$ cat src/rtl/cl_cosim_txn_arb.sv
// Purpose: round-robin scheduler sharing one host transaction channel among NUM_REQ co-sim
//          event sources (0 apb_wr, 1 apb_rd, 2 ram_wr, 3 ram_rd, 4 irq_wr, 5 irq_rd).
// Latency: grant in the request cycle, txn_valid next cycle, done pulse one cycle after the
//          response or timeout (minimum 4 cycles per transaction, 2 for a rejected size).
// Backpressure: one transaction outstanding; txn payload held until txn_ready; requesters
//          simply wait with req_valid high until their req_ready pulse.
// Ports: req_* packed per-requester request bus with a one-cycle req_ready capture pulse;
//        txn_* latched payload offered downstream; rsp_* downstream completion;
//        done_* one-cycle completion report; busy = not idle; stale_rsp sticky unexpected response.
module cl_cosim_txn_arb #(
   parameter int NUM_REQ     = 6,
   parameter int ADDR_W      = 64,
   parameter int DATA_W      = 64,
   parameter int TIMEOUT_CYC = 1024
) (
   input  logic                      clk_main_a0,
   input  logic                      rst_main_n,
   input  logic [NUM_REQ-1:0]        req_valid,
   output logic [NUM_REQ-1:0]        req_ready,
   input  logic [NUM_REQ-1:0]        req_wr,
   input  logic [NUM_REQ*ADDR_W-1:0] req_addr,
   input  logic [NUM_REQ*DATA_W-1:0] req_data,
   input  logic [NUM_REQ*4-1:0]      req_size,
   output logic                      txn_valid,
   input  logic                      txn_ready,
   output logic [2:0]                txn_id,
   output logic                      txn_wr,
   output logic [ADDR_W-1:0]         txn_addr,
   output logic [DATA_W-1:0]         txn_data,
   output logic [3:0]                txn_size,
   input  logic                      rsp_valid,
   input  logic [DATA_W-1:0]         rsp_data,
   input  logic                      rsp_err,
   output logic                      done_valid,
   output logic [2:0]                done_id,
   output logic [DATA_W-1:0]         done_data,
   output logic                      done_err,
   output logic                      busy,
   output logic                      stale_rsp
);

   localparam int TMR_W = $clog2(TIMEOUT_CYC);

   typedef enum logic [1:0] {
      IDLE     = 2'd0,
      ISSUE    = 2'd1,
      WAIT_RSP = 2'd2,
      DONE     = 2'd3
   } state_t;

   state_t            state;
   state_t            state_nxt;
   logic [2:0]        rr_ptr;
   logic [TMR_W-1:0]  timer;
   logic [DATA_W-1:0] done_data_q;
   logic              done_err_q;

   logic              grant_hit;
   logic [2:0]        grant_idx;
   logic [2:0]        cand;
   logic              g_wr;
   logic [ADDR_W-1:0] g_addr;
   logic [DATA_W-1:0] g_data;
   logic [3:0]        g_size;
   logic              size_ok;
   logic              tmo;

   // Scan from rr_ptr upward (mod NUM_REQ). Iterating from the farthest offset down
   // lets the nearest valid requester overwrite the result last.
   always_comb begin
      grant_hit = 1'b0;
      grant_idx = '0;
      cand      = '0;
      for (int i = NUM_REQ - 1; i >= 0; i--) begin
         cand = (int'(rr_ptr) + i >= NUM_REQ) ? 3'(int'(rr_ptr) + i - NUM_REQ)
                                              : 3'(int'(rr_ptr) + i);
         if (req_valid[cand]) begin
            grant_hit = 1'b1;
            grant_idx = cand;
         end
      end
   end

   assign g_wr    = req_wr[grant_idx];
   assign g_addr  = req_addr[int'(grant_idx)*ADDR_W +: ADDR_W];
   assign g_data  = req_data[int'(grant_idx)*DATA_W +: DATA_W];
   assign g_size  = req_size[int'(grant_idx)*4 +: 4];
   assign size_ok = (g_size == 4'd1) || (g_size == 4'd2) || (g_size == 4'd4) || (g_size == 4'd8);

   // Timer starts at 0 on ISSUE entry, so this fires in the TIMEOUT_CYC-th cycle after it.
   assign tmo = (timer == TMR_W'(TIMEOUT_CYC - 1));

   always_ff @(posedge clk_main_a0 or negedge rst_main_n) begin
      if (!rst_main_n) begin
         state <= IDLE;
      end else begin
         state <= state_nxt;
      end
   end

   always_comb begin
      state_nxt  = state;
      req_ready  = '0;
      txn_valid  = 1'b0;
      done_valid = 1'b0;
      done_id    = '0;
      done_data  = '0;
      done_err   = 1'b0;
      busy       = (state != IDLE);
      case (state)
         IDLE: begin
            if (grant_hit) begin
               // Gated by reset so a held req_valid cannot leak a pulse while in reset.
               req_ready[grant_idx] = rst_main_n;
               state_nxt            = size_ok ? ISSUE : DONE;
            end
         end
         ISSUE: begin
            txn_valid = 1'b1;
            // Timeout wins over a same-cycle handshake: the transaction is reported as
            // failed and any later response from downstream lands as stale.
            if (tmo) begin
               state_nxt = DONE;
            end else if (txn_ready) begin
               state_nxt = WAIT_RSP;
            end
         end
         WAIT_RSP: begin
            if (rsp_valid || tmo) begin
               state_nxt = DONE;
            end
         end
         DONE: begin
            done_valid = 1'b1;
            done_id    = txn_id;
            done_data  = done_data_q;
            done_err   = done_err_q;
            state_nxt  = IDLE;
         end
         default: state_nxt = IDLE;
      endcase
   end

   always_ff @(posedge clk_main_a0 or negedge rst_main_n) begin
      if (!rst_main_n) begin
         rr_ptr      <= '0;
         timer       <= '0;
         txn_id      <= '0;
         txn_wr      <= 1'b0;
         txn_addr    <= '0;
         txn_data    <= '0;
         txn_size    <= '0;
         done_data_q <= '0;
         done_err_q  <= 1'b0;
         stale_rsp   <= 1'b0;
      end else begin
         if (rsp_valid && (state != WAIT_RSP)) begin
            stale_rsp <= 1'b1;
         end
         case (state)
            IDLE: begin
               timer <= '0;
               if (grant_hit) begin
                  txn_id      <= grant_idx;
                  txn_wr      <= g_wr;
                  txn_addr    <= g_addr;
                  txn_data    <= g_data;
                  txn_size    <= g_size;
                  rr_ptr      <= (grant_idx == 3'(NUM_REQ - 1)) ? 3'd0 : grant_idx + 3'd1;
                  done_data_q <= '0;
                  done_err_q  <= !size_ok;
               end
            end
            ISSUE: begin
               timer <= timer + 1'b1;
               if (tmo) begin
                  done_err_q  <= 1'b1;
                  done_data_q <= '0;
               end
            end
            WAIT_RSP: begin
               timer <= timer + 1'b1;
               if (rsp_valid) begin
                  done_err_q  <= rsp_err;
                  done_data_q <= (!txn_wr && !rsp_err) ? rsp_data : '0;
               end else if (tmo) begin
                  done_err_q  <= 1'b1;
                  done_data_q <= '0;
               end
            end
            default: timer <= '0;
         endcase
      end
   end

endmodule

$ cat config.mk
export PLATFORM = sky130hd
export DESIGN_NAME = cl_cosim_txn_arb
export DESIGN_NICKNAME = d
export VERILOG_FILES = /design/src/rtl/cl_cosim_txn_arb.sv
export SDC_FILE = /design/constraint.sdc
export NUM_CORES = 1
export LEC_CHECK = 0
export CORE_AREA = 2 2 429 431
export CTS_CLUSTER_DIAMETER = 50
export DETAILED_ROUTE_END_ITERATION = 8
export DIE_AREA = 0 0 431 433
export PLACE_DENSITY = 0.33
export SYNTH_ARGS = -nofsm -noshare
export SYNTH_HDL_FRONTEND = slang
export SYNTH_SLANG_ARGS = --single-unit
$ cat constraint.sdc
create_clock -name clk_main_a0 -period 5.3 [get_ports clk_main_a0]
set_clock_uncertainty 0.15 [all_clocks]
set_input_delay 0.53 -clock clk_main_a0 [delete_from_list [all_inputs] [get_ports clk_main_a0]]
set_output_delay 0.53 -clock clk_main_a0 [all_outputs]
set_load 0.005 [all_outputs]
==> flow_metrics.env <==
export IMPL_path_cells="inv_1 -> ha_1 -> nor3_1 -> a311o_1 -> or3_4 -> a311oi_4 -> nor2_4 -> buf_4 -> nor3_1 -> clkdlybuf4s50_1"
export IMPL_period_share=0.953
export IMPL_power_internal_mw=15.2
export IMPL_nets=4223
export IMPL_synth_edf_count=0
export IMPL_p_leak_nw=13.5
export IMPL_htreeDepth=3
export IMPL_drt_iter0_markers=923
export IMPL_setup_tns_ns=0
export IMPL_synth_cell_types=61
export IMPL_cts_sinks=217
export IMPL_grtUsageTotal=0.137
export IMPL_pwr_share_seq=0.092
export IMPL_synth_seq_cells=217
export IMPL_synth_async_reset_ratio=1.00
export IMPL_reg2reg_depth=16
export IMPL_p_comb_frac=0.781
export IMPL_status="complete, no violations"
export IMPL_synth_ff_type="dfrtp_1"
export IMPL_grt_overflow_total=0
export IMPL_power_switching_share=0.509
export IMPL_drv_cap=0
export IMPL_start_util=0.0969
export IMPL_crit_type="reg2out"
export IMPL_ys_seq_area_frac=0.308
export IMPL_slew_headroom=0.287
export IMPL_drc=0
export IMPL_placedCellCount=5650
export IMPL_avgSynthCellArea_um2=7.66
export IMPL_tightest_slew_ns=1.07
export IMPL_die_h_um=433
export IMPL_worstSkewPairLatency_ns=0.64
export IMPL_crit_top_cell="nor3_1"
export IMPL_grt_pass1_wl_um=179000
export IMPL_r2r_end="txn_addr[38]"
export IMPL_num_fill_cells=20516
export IMPL_cts_tree="yes"
export IMPL_cp_max_fo=12
export IMPL_power_density_nw_per_um2=919
export IMPL_die_area_um2=187000
export IMPL_cp_arrival_ns=4.37
export IMPL_antenna_found_initial=60
export IMPL_hold_viol_final=0
export IMPL_instances_no_fill=5775
export IMPL_worstPathRequired_ns=4.62
export IMPL_multi_input_area_um2=11500
export IMPL_syn_instance_count=2304
export IMPL_clock_fmax_mhz=198
export IMPL_cp_slowest_stage_delay_ns=0.54
export IMPL_clkPwrFrac=0.127
export IMPL_fin_crit_ns=5.05
export IMPL_use_met1=0.149
export IMPL_numCtsBuffers=67
export IMPL_first_pass_iters=7
export IMPL_io_pins=1087
export IMPL_fp_dieW_um=431
export IMPL_utilization=0.185
export IMPL_place_congestion=0.862
export IMPL_row_count=157
export IMPL_drt_wl_total_um=134000
export IMPL_grt_max_degree=169
export IMPL_regToRegSetupSlack_ns=0.75
export IMPL_core_area_um2=182000
export IMPL_switching_power_mw=15.8
export IMPL_syn2layout_area_growth_pct=90.9
export IMPL_grt_pass1_vias=21362
export IMPL_r2r_start="rr_ptr[1]"
export IMPL_seq_area_um2=5430
export IMPL_setup_viol=0
export IMPL_crit_slowest_cell="dfrtp_1"
export IMPL_portBuffers=1086
export IMPL_use_met3=0.0428
export IMPL_vias_per_cell=3.61
export IMPL_endpoint_kind="primary output"
export IMPL_ys_warn_count=0
export IMPL_grt_most_used_layer="met2"
export IMPL_path_delay_family="simple AND/OR/NAND/NOR gates"
export IMPL_clkTransAtPathRegs_ns=0.05
export IMPL_cts_root_buf="clkbuf_16"
export IMPL_layout_drive_gt1_share=0.101
export IMPL_cp_num_buf_inv=3
export IMPL_syn_nets=3190
export IMPL_wire_per_inst_um=23.2
export IMPL_ir_worst_vdd_mv=0.608
export IMPL_via_count=20825
export IMPL_hpwlAfterDp_um=108000
export IMPL_maxSlewViolCount=0
export IMPL_cp_start_kind="register"
export IMPL_synth_cell_area_um2=17700
export IMPL_hold_class="in2async"
export IMPL_cts_buffer_depth=3
export IMPL_ant_nets=0
export IMPL_met2_usage=0.259
[power groups by stage]
stage | combinational [mW] | clock [mW] | sequential [mW]
after detailed placement | 24.6 | 0 | 2.87
after global routing | 26.5 | 4.20 | 2.94
after global placement | 24.6 | 0 | 2.87
final | 24.2 | 3.94 | 2.85
after CTS | 24.8 | 4.12 | 2.87
after floorplan | 15.7 | 0 | 2.77
[state kept, by name, indices dropped and copies added, names as in the netlist]
register,flops
timer,10
done_err_q,1
txn_addr,64
txn_id,3
rr_ptr,3
txn_size,4
stale_rsp,1
done_data_q,64
txn_wr,1
state,2
txn_data,64
[worst max path at each step]
stage                            start            to  slack, ns  cells past startpoint
after CTS                    rr_ptr[1]  req_ready[0]      0.002                     13
after floorplan              rr_ptr[0]  req_ready[3]       1.18                     15
after global placement    req_valid[3]  txn_addr[43]       0.24                     14
after global routing         rr_ptr[2]  req_ready[3]      -0.02                     10
after detailed placement  req_valid[2]  txn_addr[43]       0.21                     14
final                        rr_ptr[2]  req_ready[3]       0.25                     10
[layout make-up]
cell class	count	area share
multi-input combinational	1884	0.341
sequential	217	0.161
antenna	8	0.000594
tap	2385	0.0885
clock inverter	21	0.00631
clock buffer	93	0.0574
inverter	10	0.00123
timing repair buffer	1157	0.344
[worst reg2reg max path, delay by kind of cell, from the launching register on]
kind	cells	cell delay (ns)
DFF	1	0.42
adders and majority gates	1	0.40
AOI/OAI and AO/OA	5	0.98
muxes	4	1.16
buffers and inverters	5	1.21
and+or+nand+nor	1	0.08
[metal layers]
metal  up-vias  part of all wire
li1      10110                 -
met1      9869              0.38
met2       632              0.54
met3       170             0.069
met4        44             0.015
met5         -            0.0022
[synthesized netlist by cell type, drive strengths merged, types with 4 or more instances]
master / instances / area, um2
a211oi: 5 / 50.1
a21boi: 7 / 52.6
a21oi: 335 / 1680
a311oi: 4 / 58.8
and2: 76 / 475
and3: 6 / 37.5
buf: 77 / 417
clkbuf: 116 / 435
dfrtp: 217 / 5430
ha: 13 / 163
inv: 10 / 37.5
mux2: 132 / 1490
mux2i: 271 / 2720
nand2: 371 / 1390
nand2b: 4 / 25.0
nand3: 74 / 370
nor2: 272 / 1020
nor2b: 4 / 25.0
nor3: 9 / 45.0
o21a: 5 / 37.5
o21ai: 237 / 1190
or3: 4 / 30.0
xnor2: 8 / 70.1
xor2: 4 / 42.6
[timing repair]
item | CTS | global route
hold buffers | 1 | 0
gates resized for setup | 9 | 9
hold endpoints to repair | 40 | 0
pin swaps | 1 | 2
endpoints found under the setup margin | 6 | 6
buffers inserted | 1 | 1
[stage by stage]
step                      hold WS, ns  setup slack, ns  cell area (um2)  power [mW]
after global placement          0.306            0.244            31400        27.5
after global routing            0.225          -0.0160            33700        33.7
after CTS                       0.180          0.00175            33600        31.8
after detailed placement        0.306            0.214            31400        27.5
after floorplan                0.0844             1.18            17700        18.5
final                           0.244            0.250            33700        31.0
[kinds of logic after synthesis]
kind of cell,after synthesis,synth area share
and+or+nand+nor,835,0.200
xor gates and xnor gates,12,0.00638
buffers and inverters,203,0.0504
AOI/OAI and AO/OA,621,0.188
muxes,403,0.238
adders and majority gates,13,0.00921
DFF,217,0.308
[layout by cell type, fill, tap and decap left out, types with 14 or more instances in the layout]
cell type / synthesis / routed
o21ai_0: 199 / 197
nor2_1: 271 / 270
mux2_2: 132 / 132
clkbuf_8: 0 / 14
nand2_1: 371 / 371
and2_1: 76 / 76
clkdlybuf4s50_1: 0 / 1084
clkbuf_16: 0 / 68
buf_4: 16 / 55
buf_12: 0 / 15
o21ai_1: 38 / 39
nand3_1: 74 / 73
a21oi_1: 335 / 335
dfrtp_1: 217 / 217
mux2i_1: 269 / 267
Note: power is estimated with default switching activity, not from simulation.
